## src/rtl/servo_pulse_decoder.sv

```systemverilog
// servo_pulse_decoder
//   Measures an RC-servo PWM input. Reports the accepted high time (pos) in
//   clock cycles and the rising-to-rising frame period, and flags loss of
//   signal when no rising edge arrives for TMO cycles.
//
//   Optional build macro: SERVO_DEC_DEGLITCH_EN adds a 3-sample stability
//   filter after the synchronizer. Pulses or gaps shorter than 3 cycles are
//   swallowed, and edge latency grows from 3 to 6 cycles.
//
// Ports
//   clk       system clock
//   rst       synchronous active-high reset
//   pwm_in    asynchronous servo pulse input
//   pos       last accepted high time, in cycles (N bits)
//   pos_valid one-cycle strobe, high in the cycle pos updates
//   period    last rising-to-rising interval, in cycles (NP bits)
//   lost      no valid frame within TMO cycles; high out of reset
module servo_pulse_decoder #(
  parameter int N     = 18,
  parameter int NP    = 20,
  parameter int MIN_W = 6000,
  parameter int MAX_W = 30000,
  parameter int TMO   = 360000
) (
  input  logic          clk,
  input  logic          rst,
  input  logic          pwm_in,
  output logic [N-1:0]  pos,
  output logic          pos_valid,
  output logic [NP-1:0] period,
  output logic          lost
);

  localparam logic [N-1:0]  MIN_V  = N'(MIN_W);
  localparam logic [N-1:0]  MAX_V  = N'(MAX_W);
  localparam logic [N-1:0]  W_SAT  = '1;
  localparam logic [NP-1:0] P_SAT  = '1;
  localparam logic [NP-1:0] TMO_V  = NP'(TMO);
  // The synchronizer and the filter reset low, so a low s_in right after
  // reset says nothing about the pin. SYNC waits this many cycles so the
  // whole input pipeline holds real samples before it trusts a low level.
  localparam logic [2:0]    SETTLE = 3'd7;

  typedef enum logic [1:0] {SYNC, WAIT_RISE, HIGH, LOW} state_t;

  // ---------------------------------------------------------------------
  // Input synchronizer and edge detect
  // ---------------------------------------------------------------------
  logic s1, s2, s_in, s_d;
  logic rise, fall;

  always_ff @(posedge clk) begin
    if (rst) begin
      s1 <= 1'b0;
      s2 <= 1'b0;
    end else begin
      s1 <= pwm_in;
      s2 <= s1;
    end
  end

`ifdef SERVO_DEC_DEGLITCH_EN
  // s_f follows s2 only after s2 has disagreed with it for 3 straight
  // cycles; any return to agreement restarts the count.
  logic       s_f;
  logic [1:0] dg_cnt;

  always_ff @(posedge clk) begin
    if (rst) begin
      s_f    <= 1'b0;
      dg_cnt <= 2'd0;
    end else if (s2 == s_f) begin
      dg_cnt <= 2'd0;
    end else if (dg_cnt == 2'd2) begin
      s_f    <= s2;
      dg_cnt <= 2'd0;
    end else begin
      dg_cnt <= dg_cnt + 2'd1;
    end
  end

  assign s_in = s_f;
`else
  assign s_in = s2;
`endif

  always_ff @(posedge clk) begin
    if (rst) s_d <= 1'b0;
    else     s_d <= s_in;
  end

  assign rise = s_in & ~s_d;
  assign fall = ~s_in & s_d;

  // ---------------------------------------------------------------------
  // Measurement FSM
  // ---------------------------------------------------------------------
  state_t          state, state_n;
  logic [2:0]      sync_cnt, sync_cnt_n;
  logic [N-1:0]    width, width_n;
  logic [NP-1:0]   per, per_n;
  logic [N-1:0]    pos_n;
  logic            pos_valid_n;
  logic [NP-1:0]   period_n;
  logic            lost_n;
  logic            tmo_hit;
  logic            w_ok;

  assign tmo_hit = (per == TMO_V);
  // A saturated counter means the true width is unknown, so reject it even
  // if MAX_W happens to reach the saturation value.
  assign w_ok    = (width >= MIN_V) && (width <= MAX_V) && (width != W_SAT);

  always_comb begin
    state_n     = state;
    sync_cnt_n  = sync_cnt;
    width_n     = width;
    per_n       = per;
    pos_n       = pos;
    pos_valid_n = 1'b0;
    period_n    = period;
    lost_n      = lost;

    case (state)
      SYNC: begin
        if (sync_cnt != SETTLE) sync_cnt_n = sync_cnt + 3'd1;
        else if (!s_in)         state_n    = WAIT_RISE;
      end

      WAIT_RISE: begin
        if (rise) begin
          width_n = {{(N-1){1'b0}}, 1'b1};
          per_n   = {{(NP-1){1'b0}}, 1'b1};
          state_n = HIGH;
        end
      end

      HIGH: begin
        per_n   = (per == P_SAT) ? per : per + 1'b1;
        width_n = (width == W_SAT) ? width : width + 1'b1;
        if (tmo_hit) begin
          lost_n  = 1'b1;
          state_n = WAIT_RISE;
        end else if (fall) begin
          if (w_ok) begin
            pos_n       = width;
            pos_valid_n = 1'b1;
            lost_n      = 1'b0;
          end
          state_n = LOW;
        end
      end

      LOW: begin
        per_n = (per == P_SAT) ? per : per + 1'b1;
        if (tmo_hit) begin
          lost_n  = 1'b1;
          state_n = WAIT_RISE;
        end else if (rise) begin
          period_n = per;
          width_n  = {{(N-1){1'b0}}, 1'b1};
          per_n    = {{(NP-1){1'b0}}, 1'b1};
          state_n  = HIGH;
        end
      end

      default: state_n = SYNC;
    endcase
  end

  always_ff @(posedge clk) begin
    if (rst) begin
      state     <= SYNC;
      sync_cnt  <= 3'd0;
      width     <= '0;
      per       <= '0;
      pos       <= '0;
      pos_valid <= 1'b0;
      period    <= '0;
      lost      <= 1'b1;
    end else begin
      state     <= state_n;
      sync_cnt  <= sync_cnt_n;
      width     <= width_n;
      per       <= per_n;
      pos       <= pos_n;
      pos_valid <= pos_valid_n;
      period    <= period_n;
      lost      <= lost_n;
    end
  end

endmodule

```

## config.mk

```make
export PLATFORM = sky130hd
export DESIGN_NAME = servo_pulse_decoder
export DESIGN_NICKNAME = d
export VERILOG_FILES = /design/src/rtl/servo_pulse_decoder.sv
export SDC_FILE = /design/constraint.sdc
export NUM_CORES = 1
export LEC_CHECK = 0
export ABC_CLOCK_PERIOD_IN_PS = 2600
export CAP_MARGIN = 0
export CORE_MARGIN = 4
export CORE_UTILIZATION = 35
export CTS_BUF_LIST = sky130_fd_sc_hd__clkbuf_4 sky130_fd_sc_hd__clkbuf_8
export DETAILED_ROUTE_END_ITERATION = 8
export HOLD_SLACK_MARGIN = 0.03
export MAX_ROUTING_LAYER = met4
export SLEW_MARGIN = 20
export SYNTH_ARGS = -nofsm -noshare
export SYNTH_HDL_FRONTEND = slang
export SYNTH_SLANG_ARGS = --single-unit
```

## constraint.sdc

```tcl
create_clock -name clk -period 2.6 [get_ports clk]
set_input_delay 0.39 -clock clk [delete_from_list [all_inputs] [get_ports clk]]
set_output_delay 0.39 -clock clk [all_outputs]
set_load 0.005 [all_outputs]
```

After elaboration in Yosys (flattened, before gate mapping):

Cells that the tools add are included.

* input bits: 3
* register bits after elaboration: 86

* equal/unequal tests: 16
* magnitude comparators: 2
* reductions and logical operators: 13
* add/subtract/negate cells: 3
* muxes and demuxes: 22
* bitwise logic cells: 7

Operators with widths (number)
* 20-bit two-way mux: 4
* 20-bit case mux with 3 select lines: 1
* 18-bit two-way mux: 3
* 18-bit case mux with 3 select lines: 1
* 20-bit by 1-bit adder with 20-bit output (second input constant): 1
* 20-bit by 19-bit == test with 1-bit output (second input constant): 1
* 20-bit == test (second input constant): 1
* 18-bit by 1-bit adder with 18-bit output (second input constant): 1
* 18-bit == test (second input constant): 1
* 18-bit by 13-bit greater-or-equal comparator with 1-bit output (second input constant): 1
* 18-bit by 15-bit less-or-equal comparator with 1-bit output (second input constant): 1
* 18-bit != test (second input constant): 1
* 2-bit two-way mux: 6
* 2-bit != test (second input constant): 6
* 3-bit != test (second input constant): 3
* 3-bit AND reduction: 3
* 2-bit case mux with 4 select lines: 1
* 4-bit AND reduction: 2
* 1-bit two-way mux: 5
* 1-bit NOT: 5
* 2-bit == test (second input constant): 2
* 2-bit AND reduction: 2
* 4-bit OR reduction: 1
* 3-bit by 1-bit adder with 3-bit output (second input constant): 1
* 7 further kinds: 9

Longest topological paths before layout:

* depth after elaboration: 7
* gate-level depth with buffers: 10
* mapped depth without buffers: 7

Worst setup path before layout:

OpenSTA, ideal clock, no wires.

* path type: register to register
* start: register per[2]
* end: register width[12]
* data arrival time: 2.312 ns
* required time: 2.541 ns
* slack: 0.229 ns
* library setup time: 0.059 ns
* buffers on the path: 0
* stages on the path, launching flop included: 7
* path through: dfxtp_1 or4b_1 or4_4 or2_4 a21o_1 or4_1 nand2_1

* cells in the longest elaborated chain, start to end: 3

RTL lines
* start, declared: RTL line 101 `logic [NP-1:0] per, per_n;`
* start signal, assigned: RTL line 185 `per <= per_n;`
* 20-bit by 19-bit == test with 1-bit output: RTL line 109 `assign tmo_hit = (per == TMO_V);`
* 2-bit != test (no source line)
* 3-bit AND reduction (no source line)
* end signal, assigned: RTL line 184 `width <= width_n;`
* end, declared: RTL line 100 `logic [N-1:0] width, width_n;`

No other way between the ends.
A chain may end at the register's enable or synchronous reset.

Final worst setup path:

* start: register per[6]
* end: register width[12]

The elaborated chain is that of the path after synthesis.

==> impl_metrics.env <==
export IMPL_finalHoldViolations=0
export IMPL_num_nets_final=500
export IMPL_reg2reg_depth=6
export IMPL_final_antenna_net_count=0
export IMPL_worstPathRequired_ns=2.90
export IMPL_syn_area_um2=3930
export IMPL_postSynth_asyncResetShare=0
export IMPL_skew_ns=0.0109
export IMPL_min_path_type="flop to flop"
export IMPL_met1_length_um=4320
export IMPL_grt_pass1_wl_um=14900
export IMPL_rrSetupSlack_ns=0.18
export IMPL_h_tree_depth=3
export IMPL_synth_area_leaders="dfxtp_1, mux2i_1, nor2_1"
export IMPL_sw_frac_of_total=0.204
export IMPL_max_cap_violations=0
export IMPL_setup_violations=0
export IMPL_ir_drop_uv=221
export IMPL_ys_seq_area_frac=0.439
export IMPL_portBuffers=42
export IMPL_p_leak_nw=1.72
export IMPL_rsz0062_at_grt="false"
export IMPL_r2r_end="width[12]"
export IMPL_pwr_share_comb=0.023
export IMPL_start_kind="flop"
export IMPL_first_pass_iters=4
export IMPL_internal_power_w=0.00193
export IMPL_drt_iter0_markers=167
export IMPL_diodes=0
export IMPL_powerDensity_nw_per_um2=508
export IMPL_rows=38
export IMPL_netlist_instances=444
export IMPL_dieArea_um2=13000
export IMPL_arrival_ns=2.72
export IMPL_r2r_start="per[6]"
export IMPL_grt_max_degree=47
export IMPL_fillCellCount=1122
export IMPL_p_seq_frac=0.547
export IMPL_holdCritStartpoint="s1"
export IMPL_top_layer="met4"
export IMPL_drc=0
export IMPL_slowest_delay_ns=0.51
export IMPL_whs_endpoint="s2"
export IMPL_syn_area_per_cell_um2=8.84
export IMPL_grt_overflow_total=0
export IMPL_crit_path_top_delay_cell="or4_1"
export IMPL_boundaryPins=43
export IMPL_yosysTopAreaCell="dfxtp_1"
export IMPL_start_util=0.360
export IMPL_synth_nets=453
export IMPL_routedWlPerCell_um=13.7
export IMPL_path_class="flop to flop"
export IMPL_cts_tree="done"
export IMPL_gp_congestion=0.847
export IMPL_synth_top_area_share=0.439
export IMPL_status="complete, no violations"
export IMPL_cts_made_buffers=9
export IMPL_synthToLayoutAreaGrowth_pct=21.5
export IMPL_ys_flop_type="dfxtp_1"
export IMPL_wl_um=8680
export IMPL_finalCritPeriodShare=0.932
export IMPL_wl_met3_um=391
export IMPL_clk_latency_ns=0.35
export IMPL_p_switching_w=0.000494
export IMPL_report_power_total_w=0.00242
export IMPL_clk_pin_slew_ns=0.08
export IMPL_cts_buffer_depth=2
export IMPL_min_path_cells=1
export IMPL_drv_slew=0
export IMPL_cts_setup_buffers=0
export IMPL_synth_warnings=0
export IMPL_dp_cells=620
export IMPL_period_minus_slack_ns=2.42
export IMPL_cp_end_kind="flop"
export IMPL_antenna_found_initial=0
export IMPL_clkPwrFrac=0.430
export IMPL_drive_gt1_frac=0.0848
export IMPL_setup_tns_final_ns=0
export IMPL_synth_distinct_cells=45
export IMPL_fin_cells=635
export IMPL_num_vias=3180
export IMPL_routed_via_density=5.01
export IMPL_synth_edf_count=0
export IMPL_track_usage=0.144
export IMPL_fmax_mhz=413
export IMPL_core_area_um2=10900
export IMPL_ys_ff_latch=86
export IMPL_numClockSinks=86
export IMPL_wl_met2_um=3910
export IMPL_grt_pass1_vias=3059
export IMPL_root_buffer="clkbuf_8"
export IMPL_die_h_um=114
export IMPL_critPathMaxFanout=4
export IMPL_slew_headroom=0.564
export IMPL_tightestPinTransition_ns=0.646
export IMPL_crit_chain="or4b_1 -> or4_4 -> or2_4 -> a21o_1 -> or4_1 -> nand2_1"
export IMPL_dp_hpwl_um=6180
export IMPL_fp_dieW_um=114
==> routing by layer <==
metal	up-vias	global-route usage
met2	61	0.220
met3	6	0.0318
li1	1630	-
met5	-	-
met4	0	0.0404
met1	1483	0.192
==> through the flow <==
stage	utilization	hold slack, ns	worst slack [ns]	area [um^2]
floorplan	-	0.414	0.229	3930
global placement	0.417	0.426	0.192	4540
detailed placement	0.417	0.437	0.153	4540
CTS	0.438	0.457	0.120	4760
global route	0.438	0.471	0.0832	4770
finish	0.438	0.451	0.178	4770
==> worst max-delay path by stage <==
stage,end,slack [ns],startpoint
after floorplan,width[12],0.23,per[2]
after global placement,per[17],0.19,per[6]
after detailed placement,per[19],0.15,per[6]
after CTS,per[19],0.12,per[6]
after global routing,period[19],0.08,per[6]
final,width[12],0.18,per[6]
==> power by group through the flow <==
stage / Clock (W) / Sequential, W / Combinational (W)
final: 0.00104 / 0.00133 / 0.0000547
after global routing: 0.00113 / 0.00133 / 0.0000622
after CTS: 0.00108 / 0.00133 / 0.0000559
after detailed placement: 0 / 0.00136 / 0.0000558
after global placement: 0 / 0.00136 / 0.0000543
after floorplan: 0 / 0.00136 / 0.0000410
==> cell families after synthesis <==
family / synth area share
and+or+nand+nor: 0.276
DFF: 0.439
AOI/OAI and AO/OA: 0.0877
muxes: 0.0995
buffers and inverters: 0.0363
xor gates and xnor gates: 0.0424
adders and majority gates: 0.0191
==> critical path: cells and delay by family (launching register included) <==
kind / cells / cell delay, ns
compound gates: 1 / 0.22
simple gates: 5 / 1.77
flops: 1 / 0.38
==> flip-flops by register name, indices dropped and copies added, names as in the netlist <==
name       flops
s1             1
per           20
period        20
s_d            1
width         18
s2             1
state          2
pos           18
sync_cnt       3
pos_valid      1
lost           1
==> timing repair <==
action,4_1_cts,5_1_grt
setup endpoints to repair,0,2
hold buffers,0,0
gates resized for setup,0,1
==> layout by cell type (no fill, tap or decap), drive strengths merged, types with 2 or more instances in the layout <==
cell | netlist | layout
xnor2 | 17 | 17
and4 | 2 | 2
a211oi | 4 | 4
buf | 8 | 18
o31ai | 7 | 7
mux2i | 39 | 39
or3 | 6 | 6
and3 | 4 | 4
inv | 10 | 10
a21o | 4 | 4
a31oi | 3 | 3
nand2 | 25 | 25
o21ai | 9 | 9
bufinv | 0 | 2
clkinv | 0 | 2
or2 | 5 | 5
a21oi | 17 | 17
clkbuf | 15 | 11
nand3b | 3 | 3
dfxtp | 86 | 86
xor2 | 2 | 2
nand3 | 18 | 18
clkdlybuf4s50 | 0 | 41
o211ai | 4 | 4
nor4 | 5 | 5
nand4 | 6 | 6
or4 | 9 | 9
ha | 6 | 6
nand2b | 35 | 35
o311ai | 2 | 2
nor3 | 15 | 15
nor2 | 60 | 60
nor2b | 5 | 5
nor3b | 6 | 6
==> Yosys cell counts (2+ instances only) <==
cell type   n
nor4_1      5
a21oi_1    17
nand4_1     6
a21o_1      4
nand3_1    18
buf_2       3
nor2b_1     5
a31oi_1     3
ha_1        6
or3_1       6
nand3b_1    3
o31ai_1     7
xnor2_1    17
nor3b_1     6
and3_1      4
mux2i_1    39
nand2b_1   35
xor2_1      2
nand2_1    25
buf_4       2
dfxtp_1    86
or4_1       8
nor2_1     60
a211oi_1    4
or2_2       4
and4_1      2
buf_1       2
o21ai_0     8
clkbuf_1   15
nor3_1     15
inv_1      10
o211ai_1    4
==> cell type report <==
class / instances / area, um^2 / area share
multi-input cells: 325 / 2070 / 0.434
inverters: 10 / 37.5 / 0.00787
repair buffers: 59 / 543 / 0.114
flip-flops and latches: 86 / 1720 / 0.361
well taps: 140 / 175 / 0.0367
clock buffers: 11 / 151 / 0.0317
clock inverters: 4 / 70.1 / 0.0147
No activity file was read; power rests on OpenSTA's default activity.
